### src/rtl/microwave_cook_timer_pkg.sv
// microwave_pkg: state encodings, the state type and the default counter width
// shared by the cook timer, its bus interface and the testbench.
// Ports: none (package).
// Optional feature macro used elsewhere in this slice: MICROWAVE_BEEP_EN.
package microwave_pkg;

    localparam int COOK_TIME_W = 10;

    typedef logic [2:0] cook_state_t;

    localparam cook_state_t COOK_IDLE   = 3'd0;
    localparam cook_state_t COOK_LOADED = 3'd1;
    localparam cook_state_t COOK_RUN    = 3'd2;
    localparam cook_state_t COOK_PAUSE  = 3'd3;
    localparam cook_state_t COOK_DONE   = 3'd4;

endpackage

### src/rtl/microwave_cook_timer_if.sv
// microwave_cook_timer_if: cook handshake and panel bus between the oven
// controller (master) and the cook timer (slave).
// Signals:
//   cancel, load, time_val, heat_req, door_closed : controller -> timer
//   done, heater_on, remaining, timer_state        : timer -> controller
//   beep                                           : timer -> controller,
//                                                    only with MICROWAVE_BEEP_EN
interface microwave_cook_timer_if
    import microwave_pkg::*;
#(
    parameter int TIME_W = COOK_TIME_W
);
    logic              cancel;
    logic              load;
    logic [TIME_W-1:0] time_val;
    logic              heat_req;
    logic              door_closed;
    logic              done;
    logic              heater_on;
    logic [TIME_W-1:0] remaining;
    cook_state_t       timer_state;
`ifdef MICROWAVE_BEEP_EN
    logic              beep;
`endif

    modport master (
        output cancel, load, time_val, heat_req, door_closed,
        input  done, heater_on, remaining, timer_state
`ifdef MICROWAVE_BEEP_EN
        , input beep
`endif
    );

    modport slave (
        input  cancel, load, time_val, heat_req, door_closed,
        output done, heater_on, remaining, timer_state
`ifdef MICROWAVE_BEEP_EN
        , output beep
`endif
    );

endinterface

### src/rtl/microwave_cook_timer_prescaler.sv
// cook_prescaler: divides clk down to a 1-second tick for the cook timer.
// Ports:
//   clk        system clock
//   sys_reset  synchronous active-high reset
//   clr        return the count to zero (has priority over en)
//   en         advance the count this cycle
//   tick       1-cycle pulse in the enabled cycle where the count wraps
module cook_prescaler #(
    parameter int TICK_DIV = 100
) (
    input  logic clk,
    input  logic sys_reset,
    input  logic clr,
    input  logic en,
    output logic tick
);
    localparam int CNT_W = $clog2(TICK_DIV);
    localparam logic [CNT_W-1:0] LAST = CNT_W'(TICK_DIV - 1);

    logic [CNT_W-1:0] cnt_q, cnt_d;

    // tick is combinational so the timer decrements on the same edge as the wrap.
    always_comb begin
        cnt_d = cnt_q;
        tick  = 1'b0;
        if (clr) begin
            cnt_d = '0;
        end else if (en) begin
            if (cnt_q == LAST) begin
                cnt_d = '0;
                tick  = 1'b1;
            end else begin
                cnt_d = cnt_q + CNT_W'(1);
            end
        end
    end

    always_ff @(posedge clk) begin
        if (sys_reset) begin
            cnt_q <= '0;
        end else begin
            cnt_q <= cnt_d;
        end
    end

endmodule

### src/rtl/microwave_cook_timer.sv
// microwave_cook_timer: responder side of the oven cook handshake. Holds the
// programmed cook time, drives the heater while cooking, counts down in
// 1-second ticks and raises done until the controller drops heat_req.
// Ports:
//   clk        system clock
//   sys_reset  synchronous active-high reset
//   bus        microwave_cook_timer_if.slave (panel inputs, handshake, status)
// Optional feature: MICROWAVE_BEEP_EN adds bus.beep and parameter BEEP_CYCLES.
//
// state  | meaning
// IDLE   | no cook time held
// LOADED | time held, waiting for heat_req & door_closed
// RUN    | heating, prescaler advancing
// PAUSE  | door open or heat_req dropped mid-cook, prescaler frozen
// DONE   | cook complete, done held until heat_req drops
module microwave_cook_timer
    import microwave_pkg::*;
#(
    parameter int TICK_DIV = 100,
    parameter int TIME_W   = COOK_TIME_W
`ifdef MICROWAVE_BEEP_EN
    , parameter int BEEP_CYCLES = 50
`endif
) (
    input  logic                   clk,
    input  logic                   sys_reset,
    microwave_cook_timer_if.slave  bus
);

    cook_state_t       state_q, state_d;
    logic [TIME_W-1:0] remaining_q, remaining_d;
    logic              done_q, done_d;
    logic              heater_on_q, heater_on_d;
    logic              go;
    logic              load_nz;
    logic              presc_clr;
    logic              presc_en;
    logic              tick;

    assign go       = bus.heat_req & bus.door_closed;
    assign load_nz  = bus.load & (bus.time_val != '0);
    assign presc_en = (state_q == COOK_RUN) & go;
    // A load in LOADED takes precedence over starting, so only clear on a real start.
    assign presc_clr = bus.cancel | ((state_q == COOK_LOADED) & ~bus.load & go);

    cook_prescaler #(
        .TICK_DIV (TICK_DIV)
    ) u_prescaler (
        .clk       (clk),
        .sys_reset (sys_reset),
        .clr       (presc_clr),
        .en        (presc_en),
        .tick      (tick)
    );

    always_ff @(posedge clk) begin
        if (sys_reset) begin
            state_q     <= COOK_IDLE;
            remaining_q <= '0;
            done_q      <= 1'b0;
            heater_on_q <= 1'b0;
        end else begin
            state_q     <= state_d;
            remaining_q <= remaining_d;
            done_q      <= done_d;
            heater_on_q <= heater_on_d;
        end
    end

    always_comb begin
        state_d = state_q;
        if (bus.cancel) begin
            state_d = COOK_IDLE;
        end else begin
            case (state_q)
                COOK_IDLE: begin
                    if (load_nz) state_d = COOK_LOADED;
                end
                COOK_LOADED: begin
                    if (bus.load)  state_d = load_nz ? COOK_LOADED : COOK_IDLE;
                    else if (go)   state_d = COOK_RUN;
                end
                COOK_RUN: begin
                    // Losing go pre-empts even the final tick.
                    if (!go)                                         state_d = COOK_PAUSE;
                    else if (tick && (remaining_q <= TIME_W'(1)))    state_d = COOK_DONE;
                end
                COOK_PAUSE: begin
                    if (go) state_d = COOK_RUN;
                end
                COOK_DONE: begin
                    if (!bus.heat_req) state_d = COOK_IDLE;
                end
                default: state_d = COOK_IDLE;
            endcase
        end
    end

    always_comb begin
        remaining_d = remaining_q;
        if (bus.cancel) begin
            remaining_d = '0;
        end else begin
            case (state_q)
                COOK_IDLE: begin
                    if (load_nz) remaining_d = bus.time_val;
                end
                COOK_LOADED: begin
                    if (bus.load) remaining_d = bus.time_val;
                end
                COOK_RUN: begin
                    if (go && tick && (remaining_q != '0)) remaining_d = remaining_q - TIME_W'(1);
                end
                COOK_PAUSE, COOK_DONE: remaining_d = remaining_q;
                default: remaining_d = '0;
            endcase
        end
        done_d      = (state_d == COOK_DONE);
        heater_on_d = (state_d == COOK_RUN);
    end

    assign bus.done        = done_q;
    assign bus.heater_on   = heater_on_q;
    assign bus.remaining   = remaining_q;
    assign bus.timer_state = state_q;

`ifdef MICROWAVE_BEEP_EN
    localparam int BEEP_W = $clog2(BEEP_CYCLES + 1);

    logic [BEEP_W-1:0] beep_cnt_q, beep_cnt_d;

    // Loaded on the edge that enters DONE; leaving DONE does not stop it.
    always_comb begin
        beep_cnt_d = beep_cnt_q;
        if (bus.cancel) begin
            beep_cnt_d = '0;
        end else if ((state_d == COOK_DONE) && (state_q != COOK_DONE)) begin
            beep_cnt_d = BEEP_W'(BEEP_CYCLES);
        end else if (beep_cnt_q != '0) begin
            beep_cnt_d = beep_cnt_q - BEEP_W'(1);
        end
    end

    always_ff @(posedge clk) begin
        if (sys_reset) begin
            beep_cnt_q <= '0;
        end else begin
            beep_cnt_q <= beep_cnt_d;
        end
    end

    assign bus.beep = (beep_cnt_q != '0);
`endif

endmodule

### src/flat_wrapper.sv
// flat-port wrapper written by rule: the top's interface ports become plain ports
module microwave_cook_timer_flat import microwave_pkg::*;
#(
    parameter int TICK_DIV = 100,
    parameter int TIME_W   = COOK_TIME_W

)
  (clk, sys_reset, bus_cancel, bus_load, bus_time_val, bus_heat_req, bus_door_closed, bus_done, bus_heater_on, bus_remaining, bus_timer_state);
  microwave_cook_timer_if #(.TIME_W(TIME_W)) bus_i ();
  input  logic clk;
  input  logic sys_reset;
  input wire logic [$bits(bus_i.cancel)-1:0] bus_cancel;
  input wire logic [$bits(bus_i.load)-1:0] bus_load;
  input wire logic [$bits(bus_i.time_val)-1:0] bus_time_val;
  input wire logic [$bits(bus_i.heat_req)-1:0] bus_heat_req;
  input wire logic [$bits(bus_i.door_closed)-1:0] bus_door_closed;
  output wire logic [$bits(bus_i.done)-1:0] bus_done;
  output wire logic [$bits(bus_i.heater_on)-1:0] bus_heater_on;
  output wire logic [$bits(bus_i.remaining)-1:0] bus_remaining;
  output wire logic [$bits(bus_i.timer_state)-1:0] bus_timer_state;
  assign bus_i.cancel = bus_cancel;
  assign bus_i.load = bus_load;
  assign bus_i.time_val = bus_time_val;
  assign bus_i.heat_req = bus_heat_req;
  assign bus_i.door_closed = bus_door_closed;
  assign bus_done = bus_i.done;
  assign bus_heater_on = bus_i.heater_on;
  assign bus_remaining = bus_i.remaining;
  assign bus_timer_state = bus_i.timer_state;
  microwave_cook_timer #(.TICK_DIV(TICK_DIV), .TIME_W(TIME_W)) u_core (.clk(clk), .sys_reset(sys_reset), .bus(bus_i));
endmodule
### config.mk
export PLATFORM = sky130hd
export DESIGN_NAME = microwave_cook_timer_flat
export DESIGN_NICKNAME = d
export VERILOG_FILES = /design/src/rtl/microwave_cook_timer_pkg.sv /design/src/rtl/microwave_cook_timer_if.sv /design/src/rtl/microwave_cook_timer_prescaler.sv /design/src/rtl/microwave_cook_timer.sv /design/src/flat_wrapper.sv
export SDC_FILE = /design/constraint.sdc
export NUM_CORES = 1
export LEC_CHECK = 0
export BUFFER_PORTS_ARGS = -buffer_cell sky130_fd_sc_hd__buf_4
export CAP_MARGIN = 20
export CORE_ASPECT_RATIO = 0.5
export CORE_MARGIN = 5
export CORE_UTILIZATION = 45
export CTS_CLUSTER_SIZE = 16
export DETAILED_ROUTE_END_ITERATION = 12
export PLACE_DENSITY = 0.7
export SYNTH_ARGS = -nofsm -noshare
export SYNTH_HDL_FRONTEND = slang
export SYNTH_SLANG_ARGS = --single-unit
### constraint.sdc
create_clock -name clk -period 2.78 [get_ports clk]
set_input_delay 0.417 -clock clk [delete_from_list [all_inputs] [get_ports clk]]
set_output_delay 0.417 -clock clk [all_outputs]
set_load 0.02 [all_outputs]
After elaboration in Yosys (flattened, before gate mapping)

Cells that the tools add are included.

Bits in registers: 22
Input bits: 16
Output and inout bits: 15

$add $sub $neg: 2
Order comparisons: 1
Eq/ne operators: 10
Mux-type cells: 17
Bitwise operators: 8
Reduce and logical (&&, ||, !) cells: 10

Operators with widths:

| kind                                                   | count |
|---|---|
| case mux 10 bit (4 select lines)                       | 1 |
| two-way mux 10 bit                                     | 3 |
| two-way mux 3 bit                                      | 7 |
| nonzero test 10 bit                                    | 2 |
| case mux 3 bit (5 select lines)                        | 1 |
| <= comparator 10 x 1 -> 1 bit (second input constant)  | 1 |
| subtractor 10 x 1 -> 10 bit (second input constant)    | 1 |
| equality test 3 x 2 -> 1 bit (second input constant)   | 3 |
| adder 7 x 1 -> 7 bit (second input constant)           | 1 |
| equality test 7 bit (second input constant)            | 1 |
| two-way mux 7 bit                                      | 1 |
| equality test 3 bit (second input constant)            | 2 |
| OR reduction 2 bit                                     | 3 |
| bitwise AND 1 bit                                      | 5 |
| two-way mux 1 bit                                      | 4 |
| inequality test 2 bit (second input constant)          | 2 |
| AND reduction 4 bit                                    | 1 |
| equality test 3 x 1 -> 1 bit (second input constant)   | 1 |
| logical AND 1 bit                                      | 3 |
| logical NOT 3 bit                                      | 1 |
| inequality test 2 x 1 -> 1 bit (second input constant) | 1 |
| inverter 1 bit                                         | 2 |
| bitwise OR 1 bit                                       | 1 |

Longest topological paths before layout

Word-level depth: 11
Mapped depth: 8
Mapped depth without buffers: 7

Hierarchy

Synthesis repeated with hierarchy kept, for this count alone.

Cell total of the unflattened synthesis: 153
Area total of the unflattened synthesis: 1337.5 um^2

By module, submodules not included:

| module               | instances | cells an instance | area an instance (um^2) | sequential area each (um^2) |
|---|---|---|---|---|
| microwave_cook_timer | 1         | 117               | 1001.0                  | 300.3 |
| cook_prescaler       | 1         | 36                | 336.6                   | 140.1 |

Worst setup path before layout

No wires, ideal clock.

Path type: reg-to-reg
From: register u_core.state_q[1] (netlist: u_core.bus.timer_state[1])
To: register u_core.heater_on_q (netlist: u_core.bus.heater_on)
Setup time: 0.128 ns
Arrival time: 2.501 ns
Slack: 0.151 ns
Stages on the path, launching flop included: 9
Buffers on the path: 3
Period minus slack after synthesis: 2.629 ns
Path through: dfxtp_1 buf_4 or3b_1 buf_2 or4_4 buf_6 or4_4 o211a_1 nor2b_4

Word-level cells in the longest chain between the ends: 11
Elaborated cells between the ends (all ways): 21
Classes of those cells: 5 x eq/ne; 10 x mux; 4 x bitwise; 2 x reduce/logical

Ends and longest elaborated chain:

| element                           | line                                                   | source |
|---|---|---|
| start: declaration                | microwave_cook_timer.sv:30                             | `cook_state_t state_q, state_d;` |
| start signal: assignment          | microwave_cook_timer.sv:63                             | `state_q <= state_d;` |
| equality test 3 x 1 -> 1 bit      | microwave_cook_timer.sv:44, microwave_cook_timer.sv:75 |  |
| bitwise AND 1 bit (2 in a row)    | microwave_cook_timer.sv:44                             | `assign presc_clr = bus.cancel \| ((state_q == COOK_LOADED) & ~bus.load & go);` |
| bitwise OR 1 bit                  | microwave_cook_timer.sv:44                             |  |
| two-way mux 1 bit                 | microwave_cook_timer_prescaler.sv:26                   | `if (clr) begin` |
| logical AND 1 bit                 | microwave_cook_timer.sv:86                             | `else if (tick && (remaining_q <= TIME_W'(1))) state_d = COOK_DONE;` |
| two-way mux 3 bit                 | microwave_cook_timer.sv:86                             |  |
| two-way mux 3 bit                 | microwave_cook_timer.sv:85                             | `if (!go) state_d = COOK_PAUSE;` |
| case mux 3 bit (5 select lines) * | microwave_cook_timer.sv:75                             | `case (state_q)` |
| two-way mux 3 bit *               | microwave_cook_timer.sv:72                             | `if (bus.cancel) begin` |
| equality test 3 x 2 -> 1 bit *    | microwave_cook_timer.sv:119                            | `heater_on_d = (state_d == COOK_RUN);` |
| end signal: assignment            | microwave_cook_timer.sv:66                             | `heater_on_q <= heater_on_d;` |
| end: declaration                  | microwave_cook_timer.sv:33                             | `logic heater_on_q, heater_on_d;` |

Every way passes the cells marked *; elsewhere a longest branch is shown, timed or not.
A chain may end at the register's enable or synchronous reset.

Worst setup path after layout

From: register u_core.u_prescaler.cnt_q[2]
To: register u_core.remaining_q[4] (netlist: u_core.bus.remaining[4])

Word-level cells in the longest chain between the ends: 8

Ends and longest elaborated chain:

| element                         | line                                 | source |
|---|---|---|
| start: declaration              | microwave_cook_timer_prescaler.sv:20 | `logic [CNT_W-1:0] cnt_q, cnt_d;` |
| start signal: assignment        | microwave_cook_timer_prescaler.sv:42 | `cnt_q <= cnt_d;` |
| equality test 7 bit             | microwave_cook_timer_prescaler.sv:29 | `if (cnt_q == LAST) begin` |
| two-way mux 1 bit               | microwave_cook_timer_prescaler.sv:29 |  |
| two-way mux 1 bit               | microwave_cook_timer_prescaler.sv:28 | `end else if (en) begin` |
| two-way mux 1 bit               | microwave_cook_timer_prescaler.sv:26 |  |
| logical AND 1 bit (2 in a row)  | microwave_cook_timer.sv:112          | `if (go && tick && (remaining_q != '0)) remaining_d = remaining_q - TIME_W'(1);` |
| inequality test 2 bit (no line) | --                                   |  |
| AND reduction 4 bit (no line)   | --                                   |  |
| end signal: assignment          | microwave_cook_timer.sv:64           | `remaining_q <= remaining_d;` |
| end: declaration                | microwave_cook_timer.sv:31           | `logic [TIME_W-1:0] remaining_q, remaining_d;` |

Every way passes these cells.

==> flow_metrics.tcl <==
set metrics [dict create \
    io_pins 31 \
    yosysTopAreaCell "dfxtp_1" \
    dp_hpwl_mm 2.590 \
    cts_tree "done" \
    die_w_um 86.52 \
    cp_top_family "simple AND/OR/NAND/NOR gates" \
    multiInputGateArea_um2 815.8 \
    dpl_cell_area_um2 1595 \
    synth_ff_type "dfxtp_1" \
    num_antenna_cells 0 \
    cts_buffers 3 \
    clk-insertion-delay-late_ps 260 \
    viasPerCell 6.058 \
    setup_viol_count_final 0 \
    netlist_area_um2 1318 \
    comb_power_share_pct 15.7 \
    design_area_um2 1667 \
    tns_ps 0 \
    cp.required_ps 2910 \
    cp_slowest_cell "or4b_2" \
    r2r_start "u_core.u_prescaler.cnt_q[2]" \
    syn-num-nets 174 \
    vias 1363 \
    p_clk_share_pct 40.1 \
    final_core_util_pct 61.72 \
    nFillCells 256 \
    place_inst 221 \
    die_y_um 48.26 \
    drive_above_1_share_pct 25.00 \
    holdPathEnd "u_core.bus.timer_state[0]" \
    grt_pass1_vias 1165 \
    fin_crit_sh_pct 94.34 \
    timing.final.ws_setup_ps 157.3 \
    tightestPinTransition_ps 573.2 \
    first_iter_violations 188 \
    reg2reg_slack_ps 160 \
    internal_power_mw 0.5679 \
    slew_headroom_pct 60.80 \
    critPathLaunchType "flip-flop" \
    clkTransAtPathRegs_ps 80 \
    p_total_mw 0.7505 \
    track_usage_pct 17.04 \
    port_buffers 30 \
    min-delay-start "sys_reset" \
    reg2reg_to "u_core.bus.remaining[4]" \
    final_net_count 208 \
    netlist.area_leader.share_pct 33.43 \
    yosysWarningCount 0 \
    gp_congestion 0.9055 \
    worst_r2r_path_depth 5 \
    power.density_nw_per_um2 450.3 \
    cp_max_fo 6 \
    grt_pass1_wl_mm 5.409 \
    crit_start "u_core.u_prescaler.cnt_q[2]" \
    ant_nets 0 \
    final_hold_viol_count 0 \
    cts_resized 0 \
    hold_ws_ps 315.4 \
    synth_cells 155 \
    instances_no_fill 225 \
    yosys-top-cells-area "dfxtp_1 33%, nor2_1 5.4%, xnor2_1 4.0%" \
    drc 0 \
    yosys-top-cells-count "22 x dfxtp_1, 19 x nor2_1, 10 x nand2_1" \
    wl_per_cell_um 15.47 \
    crit_chain "or4b_2 -> or4_4 -> o31a_1 -> a2111oi_0 -> nor3_1" \
    rsz0062_at_grt "false" \
    hp-class "in -> reg" \
    seq_area_frac_synth_pct 33.43 \
    synth.most_common_cell "dfxtp_1" \
    whs_path_depth 2 \
    crit_path_end_kind "flip-flop" \
    syn_area_per_cell_um2 8.500 \
    drt_first_pass_iters 5 \
    synth-edff-count 0 \
    synthArstFlopShare_pct 0 \
    switchingPower_mw 0.1826 \
    ff_latch_area_um2 440.4 \
    clock-skew-final_ps 3.443 \
    h-tree-depth 1 \
    grt_max_degree 14 \
    wl_mm 3.481 \
    cp.arrival_ps 2750 \
    sequentialPowerShare_pct 44.2 \
    antenna_found_initial 0 \
    post-place-ws_ps 243.3 \
    path_class "reg -> reg" \
    ys_ff_latch 22 \
    cts_hold_buf 0 \
    cts_root_buf "clkbuf_8" \
    p_leak_nw 0.6843 \
    netSwitchingFraction_pct 24.33 \
    start_util_pct 48.80 \
    cts_buffer_depth 2 \
    fp-row-count 13 \
    yosysUniqueCellTypes 48 \
    irDropWorstVdd_v 0.0003164 \
    core_um2 2700 \
    grt_overflow 0 \
    path_buf_inv 0 \
    fmax_mhz 381.3 \
    critical-path-max-stage-delay_ps 660 \
    status "complete, no violations" \
    drv_cap 0 \
    postCtsSetupBuffers 0 \
    cts_sinks 22 \
    slew_viol_final 0 \
    die_area_um2 4175 \
    period_minus_slack_ps 2623 \
    area_delta_synth_final_pct 26.50 \
]
-- state kept, by name (all words and copies together) (netlist names) --
| name | flops |
|---|---|
| u_core.bus.remaining | 10 |
| u_core.bus.done | 1 |
| u_core.u_prescaler.cnt_q | 7 |
| u_core.bus.heater_on | 1 |
| u_core.bus.timer_state | 3 |
-- layer usage --
layer  share of wire (%)  vias up  global-route usage, %  wire length, um
met3                 9.6        0                  6.745              335
met1                  44      645                  22.07             1545
met2                  46       67                  27.66             1600
met4                   0        0                  3.416                0
met5                   0        -                      0                0
li1                    -      651                      -                -
-- power by group through the flow --
stage          clock network (mW)  registers, mW  logic [mW]
2_1_floorplan                   0          0.345      0.0600
3_3_place_gp                    0          0.339       0.115
3_5_place_dp                    0          0.339       0.115
4_1_cts                     0.308          0.332       0.117
5_1_grt                     0.319          0.334       0.128
6_report                    0.301          0.332       0.118
-- cells by family (layout without fill, tap and decap cells) --
logic type	count (synthesis)	count (layout)	share of synthesized area [%]
buffers and inverters	13	46	4.653
adders and majority gates	3	3	2.849
muxes	1	1	0.7598
DFF	22	22	33.43
xor gates and xnor gates	10	10	6.647
and+or+nand+nor	64	64	26.88
AOI/OAI and AO/OA	42	42	24.79
-- cell usage in the layout (no fill, tap or decap), types with 3 or more instances in the layout --
| cell | synthesis | final |
|---|---|---|
| buf_4 | 1 | 36 |
| dfxtp_1 | 22 | 22 |
| nor2_1 | 19 | 19 |
| nand2_1 | 10 | 10 |
| a21oi_1 | 9 | 9 |
| nor3_1 | 6 | 6 |
| a211oi_1 | 6 | 6 |
| xnor2_1 | 6 | 6 |
| inv_1 | 5 | 5 |
| nor4_1 | 4 | 4 |
| a22oi_1 | 4 | 4 |
| xor2_1 | 4 | 4 |
| nand3_1 | 3 | 3 |
| nand2b_1 | 3 | 3 |
| and3_1 | 3 | 3 |
| a32oi_1 | 3 | 3 |
| nand3b_1 | 3 | 3 |
| o31ai_1 | 3 | 3 |
| ha_1 | 3 | 3 |
| clkbuf_8 | 0 | 3 |
-- area by class of cell --
class / instances / share of cell area, %
inverter: 6 / 1.351
multi-input combinational: 120 / 48.95
tap: 37 / 2.778
clock buffer: 3 / 2.477
clock inverter: 1 / 1.802
timing repair buffer: 36 / 16.22
sequential: 22 / 26.43
-- worst reg2reg max path: cells and delay by family, from the launching register on --
kind | cells | cell delay, ps
AOI/OAI and AO/OA | 2 | 880
DFF | 1 | 340
and+or+nand+nor | 3 | 1270
-- how the worst max path moves through the flow --
stage,slack (ps),endpoint,cells past startpoint
2_1_floorplan,150,u_core.bus.heater_on,8
3_3_place_gp,230,u_core.bus.remaining[4],5
3_5_place_dp,240,u_core.bus.remaining[4],5
4_1_cts,200,u_core.bus.remaining[4],5
5_1_grt,60,u_core.bus.remaining[4],5
6_report,160,u_core.bus.remaining[4],5
Note: power is estimated with default switching activity, not from simulation.
